`src/rtl/wb_port_arbiter.sv`:
```
// wb_port_arbiter: shares the register-file write port between write-back and a queued long-latency unit
module wb_port_arbiter #(
    parameter int DATA_W     = 32,
    parameter int ADDR_W     = 5,
    parameter int FIFO_DEPTH = 4,
    parameter int STARVE_MAX = 3
) (
    input  logic                          clk,
    input  logic                          rst,
    input  logic                          i_pipe_we,
    input  logic [ADDR_W-1:0]             i_pipe_wra,
    input  logic [DATA_W-1:0]             i_pipe_data,
    input  logic                          i_lu_valid,
    input  logic [ADDR_W-1:0]             i_lu_wra,
    input  logic [DATA_W-1:0]             i_lu_data,
    output logic                          o_lu_ready,
    output logic                          o_pipe_stall,
    output logic                          o_regWe,
    output logic [ADDR_W-1:0]             o_WRA,
    output logic [DATA_W-1:0]             o_rstW,
    output logic [$clog2(FIFO_DEPTH):0]   o_fifo_cnt
);
    localparam int PW = $clog2(FIFO_DEPTH);
    localparam int CW = PW + 1;
    localparam int SW = $clog2(STARVE_MAX + 1) + 1;

    logic [ADDR_W+DATA_W-1:0] r_mem [FIFO_DEPTH];
    logic [PW-1:0]            r_wp, r_rp;
    logic [CW-1:0]            r_cnt;
    logic [SW-1:0]            r_starve;
    logic                     w_ready, w_push, w_ne, w_force, w_gf, w_gp;
    logic [ADDR_W+DATA_W-1:0] w_head;
    logic [ADDR_W-1:0]        w_wra;
    logic [DATA_W-1:0]        w_data;

    always_comb begin
        w_ready      = r_cnt != CW'(FIFO_DEPTH);
        w_push       = i_lu_valid && w_ready;
        w_ne         = r_cnt != '0;
        w_force      = r_starve == SW'(STARVE_MAX);
        w_gf         = w_ne && (!i_pipe_we || w_force);
        w_gp         = i_pipe_we && !w_gf;
        w_head       = r_mem[r_rp];
        w_wra        = w_gf ? w_head[ADDR_W+DATA_W-1:DATA_W] : i_pipe_wra;
        w_data       = w_gf ? w_head[DATA_W-1:0] : i_pipe_data;
        o_lu_ready   = rst || w_ready;
        o_pipe_stall = !rst && i_pipe_we && w_gf;
        o_fifo_cnt   = r_cnt;
    end

    always_ff @(posedge clk) begin
        if (w_push)
            r_mem[r_wp] <= {i_lu_wra, i_lu_data};
    end

    always_ff @(posedge clk) begin
        if (rst) begin
            r_wp     <= '0;
            r_rp     <= '0;
            r_cnt    <= '0;
            r_starve <= '0;
            o_regWe  <= 1'b0;
            o_WRA    <= '0;
            o_rstW   <= '0;
        end else begin
            r_wp     <= r_wp + PW'(w_push);
            r_rp     <= r_rp + PW'(w_gf);
            r_cnt    <= r_cnt + CW'(w_push) - CW'(w_gf);
            r_starve <= (w_gf || !w_ne) ? '0 : (w_gp && !w_force) ? r_starve + 1'b1 : r_starve;
            o_regWe  <= (w_gf || w_gp) && w_wra != '0;
            if (w_gf || w_gp) begin
                o_WRA  <= w_wra;
                o_rstW <= w_data;
            end
        end
    end
endmodule

```
`config.mk`:
```
export PLATFORM = sky130hd
export DESIGN_NAME = wb_port_arbiter
export DESIGN_NICKNAME = d
export VERILOG_FILES = /design/src/rtl/wb_port_arbiter.sv
export SDC_FILE = /design/constraint.sdc
export NUM_CORES = 1
export LEC_CHECK = 0
export CAP_MARGIN = 10
export CORE_MARGIN = 2
export CORE_UTILIZATION = 53
export DETAILED_ROUTE_END_ITERATION = 7
export GPL_TIMING_DRIVEN = 0
export PLACE_DENSITY = 0.83
export SLEW_MARGIN = 5
export SYNTH_ARGS = -nofsm -noshare
export SYNTH_HDL_FRONTEND = slang
export SYNTH_SLANG_ARGS = --single-unit
export TNS_END_PERCENT = 10
```
`constraint.sdc`:
```
create_clock -name clk -period 6.2 [get_ports clk]
set_input_delay 1.86 -clock clk [delete_from_list [all_inputs] [get_ports clk]]
set_output_delay 1.86 -clock clk [all_outputs]
set_load 0.005 [all_outputs]
```
# --- After elaboration in Yosys (flattened, before gate mapping) ---
# Memories as Yosys holds them, arrays and structs flattened. A register that Yosys moved wholly into a read port is not among the register bits.
# Cells that the tools add are included.
word_totals:
  mem_count: 1
  out_inout_bits: 43
  word_cells: 39
  inputBits: 78
  regBits: 48
  ram_bits: 148
classes:
  n_eq_ne: 2
  reduce_logical: 19
  addsub: 5
  muxes: 5
memory_table:
  columns: ["memory", "depth", "width", "read_ports", "rd_clocked_by_memory_dff", "write_ports", "line_no", "rtl"]
  rows:
  - ["r_mem", 4, 37, 1, 1, 1, "27", "logic [ADDR_W+DATA_W-1:0] r_mem [FIFO_DEPTH];"]
op_table:
  columns: ["op", "count"]
  rows:
  - ["32-bit 2-to-1 mux", 1]
  - ["1-bit logical AND", 7]
  - ["1-bit logical NOT", 5]
  - ["5-bit 2-to-1 mux", 1]
  - ["5-bit nonzero test", 1]
  - ["2-bit by 1-bit adder with 2-bit output", 2]
  - ["1-bit logical OR", 4]
  - ["3-bit by 1-bit adder with 3-bit output", 1]
  - ["3-bit by 1-bit adder with 3-bit output (second input constant)", 1]
  - ["3-bit by 2-bit equality test with 1-bit output (second input constant)", 1]
  - ["3-bit != test (second input constant)", 1]
  - ["3-bit nonzero test", 1]
  - ["3-bit by 1-bit subtractor with 3-bit output", 1]
  - ["1-bit 2-to-1 mux", 2]
  - ["2-bit 2-to-1 mux", 1]
  - ["2-bit OR reduction", 1]

# --- Depth between registers and ports, before layout ---
depth:
  ltp_word: 7
  ltp_mapped: 13
  mapped_depth_nobuf: 10

# --- Worst setup path after synthesis ---
# No wires, ideal clock.
synth_path:
  path_type: "input to register"
  start: "input port i_lu_valid"
  end: "memory r_mem[1][0] in the netlist's numbering (enable)"
  arrival_ns: 4.773
  setup_time_ns: 0.485
  stages: 2
  n_path_buf: 0
  slack_ns: 0.942
  t_required_ns: 5.715
  cell_sequence: "nand2_1 nor3b_1"
synth_via:
  elab_chain_cells: 3
synth_lines:
  columns: ["item", "line_no", "rtl"]
  rows:
  - ["start: declaration", "13", "input logic i_lu_valid,"]
  - ["1-bit logical AND", "38", "w_push = i_lu_valid && w_ready;"]
  - ["1-bit 2-to-1 mux", "52", "if (w_push)"]
  - ["1-bit 2-to-1 mux (implied by the code)", "53", "r_mem[r_wp] <= {i_lu_wra, i_lu_data};"]
  - ["end: declaration", "27", null]
# Every way passes these cells.

# --- Worst setup path in the final report ---
layout_path:
  start: "input port rst"
  end: "output port o_pipe_stall"
layout_via:
  elab_chain_cells: 3
layout_lines:
  columns: ["item", "line_no", "rtl"]
  rows:
  - ["start: declaration", "9", "input logic rst,"]
  - ["1-bit logical NOT", "47", "o_pipe_stall = !rst && i_pipe_we && w_gf;"]
  - ["1-bit logical AND (2 in a row)", "47", null]
  - ["end: declaration", "17", "output logic o_pipe_stall,"]
# Every way passes these cells.

==> impl_results.md <==
- Initial DRC Count: around 280
- Avg Vias per Cell: between 5 and 6
- Root buf cell: clkbuf_16
- Core ar.: approximately 14000 um2
- Most frequent cells in the layout: 148 x edfxtp_1, 120 x clkdlybuf4s50_1, 48 x dfxtp_1
- Antenna Nets Post-Route: 0
- Arrival @ worst endpoint: 3.52 ns
- # nets final: 665
- Setup crit end kind: output port
- Worst-Margin Slew: slightly below 0.7 ns
- Final setup margin: 0.8168 ns
- Count of cell types in the netlist: 34
- Clock transition at path regs: 0.07 ns
- Post-Place Setup Slack: 0.8151 ns
- Slew Limit Fails: 0
- Critical Path Start Type: input port
- Post-route DRC: 0
- Vias: roughly 4400
- Post-CTS Setup Bufs: 0
- Seq cells post-synth: about 200
- Num ports: 121
- Commonest non-fill, non-tap cell in the layout: edfxtp_1
- Final hold violations: 0
- Max Buffers Root-to-Sink: 2
- Leakage Power: 3.266 nW
- Post-Route WL: approximately 15000 um
- Max FO, Critical Path: 10
- Post-CTS Hold Buffers: 0
- First-pass GRT wire length: 23430 um
- CP max stage delay: 0.49 ns
- HP Class: reg -> reg
- Syn-to-layout area delta: 30.09%
- Initial DRT Pass Iterations: 4
- Vias in the first global route: 4454
- Worst-Skew Late Latency: ~0.43 ns
- Antenna violations before repair: 0
- Num rows: 43
- RSZ-0062 raised after global routing: false
- Full die area: 14870 um2
- Initial core utilization: approximately 54%
- Outcome: finished, final reports clean
- CTS sink cnt: 196
- CTS tree: built
- F_max: 185.8 MHz
- Cell Chain, Critical Path: clkdlybuf4s50_1, clkbuf_1, and4b_1, clkdlybuf4s50_1
- Max stage delay cell, worst path: clkdlybuf4s50_1
- Post-DP HPWL: between 10000 and 15000 um
- Clock Skew: roughly 0.0077 ns
- Crit-path most repeated cell: clkdlybuf4s50_1
- Avg WL per Cell: 19.98 um
- Final Util: 69.91%
- Grt ovf: 0
- Yosys warns: 0
- Tot Pwr: ~3.8 mW
- Placed cell areas: between 8000 and 9000 um2
- CP bufs+invs: 3
- Layout cell share with drive strength beyond 1: 15.97%
- Mapped Area: 7373 um2
- Net Count, Synth: 513
- Max H-tree Level: 4
- Design Area, Final: 9592 um2
- CP top delay family: buffers and inverters
- Post-route minimum period: between 5 and 6 ns
- Mapped Cells: 430
- Final period util: 86.83%
- Worst endpoint required time: 4.34 ns
- Seq/Total Area, Yosys: between 70 and 80%
- Endpoints failing setup: 0
- Maximum vdd ir drop: 227.3 uV
- PwrDens: 392.3 nW/um2
- Buffers added on ports: 120
- Max-Cap Viols: 0
- Global-route usage over all layers: 21.78%
- DIE WIDTH: roughly 120 um
- Post-CTS resize count: 0
- Die Height: between 100 and 150 um
- Placed cells: 743
- # diodes: 0
- Max_slew headroom: 54.22%
- Final Non-Filler Cells: roughly 780
- Global placer's final weighted congestion: 0.7664
- Critical path class: in -> out
- Mean Syn Cell Area: 17.15 um2
- Largest net degree at the start of global routing: 22
- Inserted Clock Buffers: 17
## stage by stage
step                setup TNS, ns  hold slack (ns)
finish                          0           0.4484
global route                    0           0.4650
CTS                             0           0.4433
detailed placement              0           0.4197
global placement          -148.37           0.4060
floorplan                       0           0.3973
## final cells by class
cell class	count	area, um2
sequential	196	5405
fill	904	4128
multi-input combinational	203	1836
timing repair buffer	133	1356
clock buffer	19	432.9
tap	180	225.2
clock inverter	13	187.7
buffer	26	130.1
inverter	5	18.77
## synthesized netlist by cell type (all sizes together)
library cell | count | area [um2]
xnor2 | 5 | 43.79
inv | 5 | 18.77
clkbuf | 11 | 41.29
nor2b | 3 | 18.77
and4b | 1 | 10.01
or2 | 1 | 6.260
dfxtp | 48 | 960.9
ha | 4 | 50.05
a2111oi | 2 | 20.02
nor3b | 2 | 15.01
nor3 | 7 | 35.03
a21oi | 27 | 138.9
mux2i | 1 | 10.01
nand2 | 42 | 157.7
and2 | 1 | 6.260
or3 | 1 | 6.260
fa | 1 | 20.02
nor2 | 20 | 75.07
mux4 | 37 | 844.6
nand3 | 1 | 5.000
edfxtp | 148 | 4444
and3 | 5 | 31.28
a22oi | 26 | 195.2
or4b | 1 | 10.01
nand2b | 2 | 12.51
buf | 15 | 88.83
a211oi | 3 | 22.52
xor2 | 1 | 8.760
a21boi | 2 | 15.01
a311oi | 7 | 61.31
## cell families after synthesis
group	Yosys count	share of synthesized area (%)
DFF	196	73.31
AOI/OAI and AO/OA	67	6.143
buffers and inverters	31	2.019
and+or+nand+nor	87	5.277
xor gates and xnor gates	6	0.7127
adders and majority gates	5	0.9503
muxes	38	11.59
## final timing paths
kind	slack (ns)	endpoint	startpoint	depth (start not counted)
worst max-delay path	0.82	o_pipe_stall	rst	4
worst min-delay path	0.45	r_starve[0]	r_starve[0]	1
worst max register to register	3.22	o_fifo_cnt[2]	r_starve[0]	13
worst min register to register	0.45	r_starve[0]	r_starve[0]	1
## sequential cells by signal, summed over array words and instances (netlist names)
| signal | count |
|---|---|
| r_mem | 148 |
| o_WRA | 5 |
| r_wp | 2 |
| r_rp | 2 |
| r_starve | 3 |
| o_rstW | 32 |
| o_regWe | 1 |
| o_fifo_cnt | 3 |
## worst reg2reg max path, cell delays in order, from the launching register on
cell,delay (ns)
dfxtp_1,0.35
ha_1,0.15
ha_1,0.20
nand2b_1,0.12
clkbuf_1,0.27
and2_1,0.17
buf_2,0.22
buf_2,0.30
xnor2_1,0.11
ha_1,0.20
fa_1,0.38
xnor2_1,0.18
xnor2_1,0.14
nor2_1,0.06
## layer usage
metal	share of wire (%)	up-vias	wire length [um]	global-route usage, %
met2	51	169	7960	36.80
met4	2.1	0	325	9.052
li1	-	1990	-	-
met1	42	2173	6483	27.63
met5	0	-	0	0
met3	4.6	25	716	4.541
## report_power, final
group	internal (mW)	switching, mW	leakage [nW]
combinational	0.496	0.438	1.21
sequential	1.60	0.0729	1.75
clock	0.707	0.445	0.301
Power figures use the tool's default switching activity.
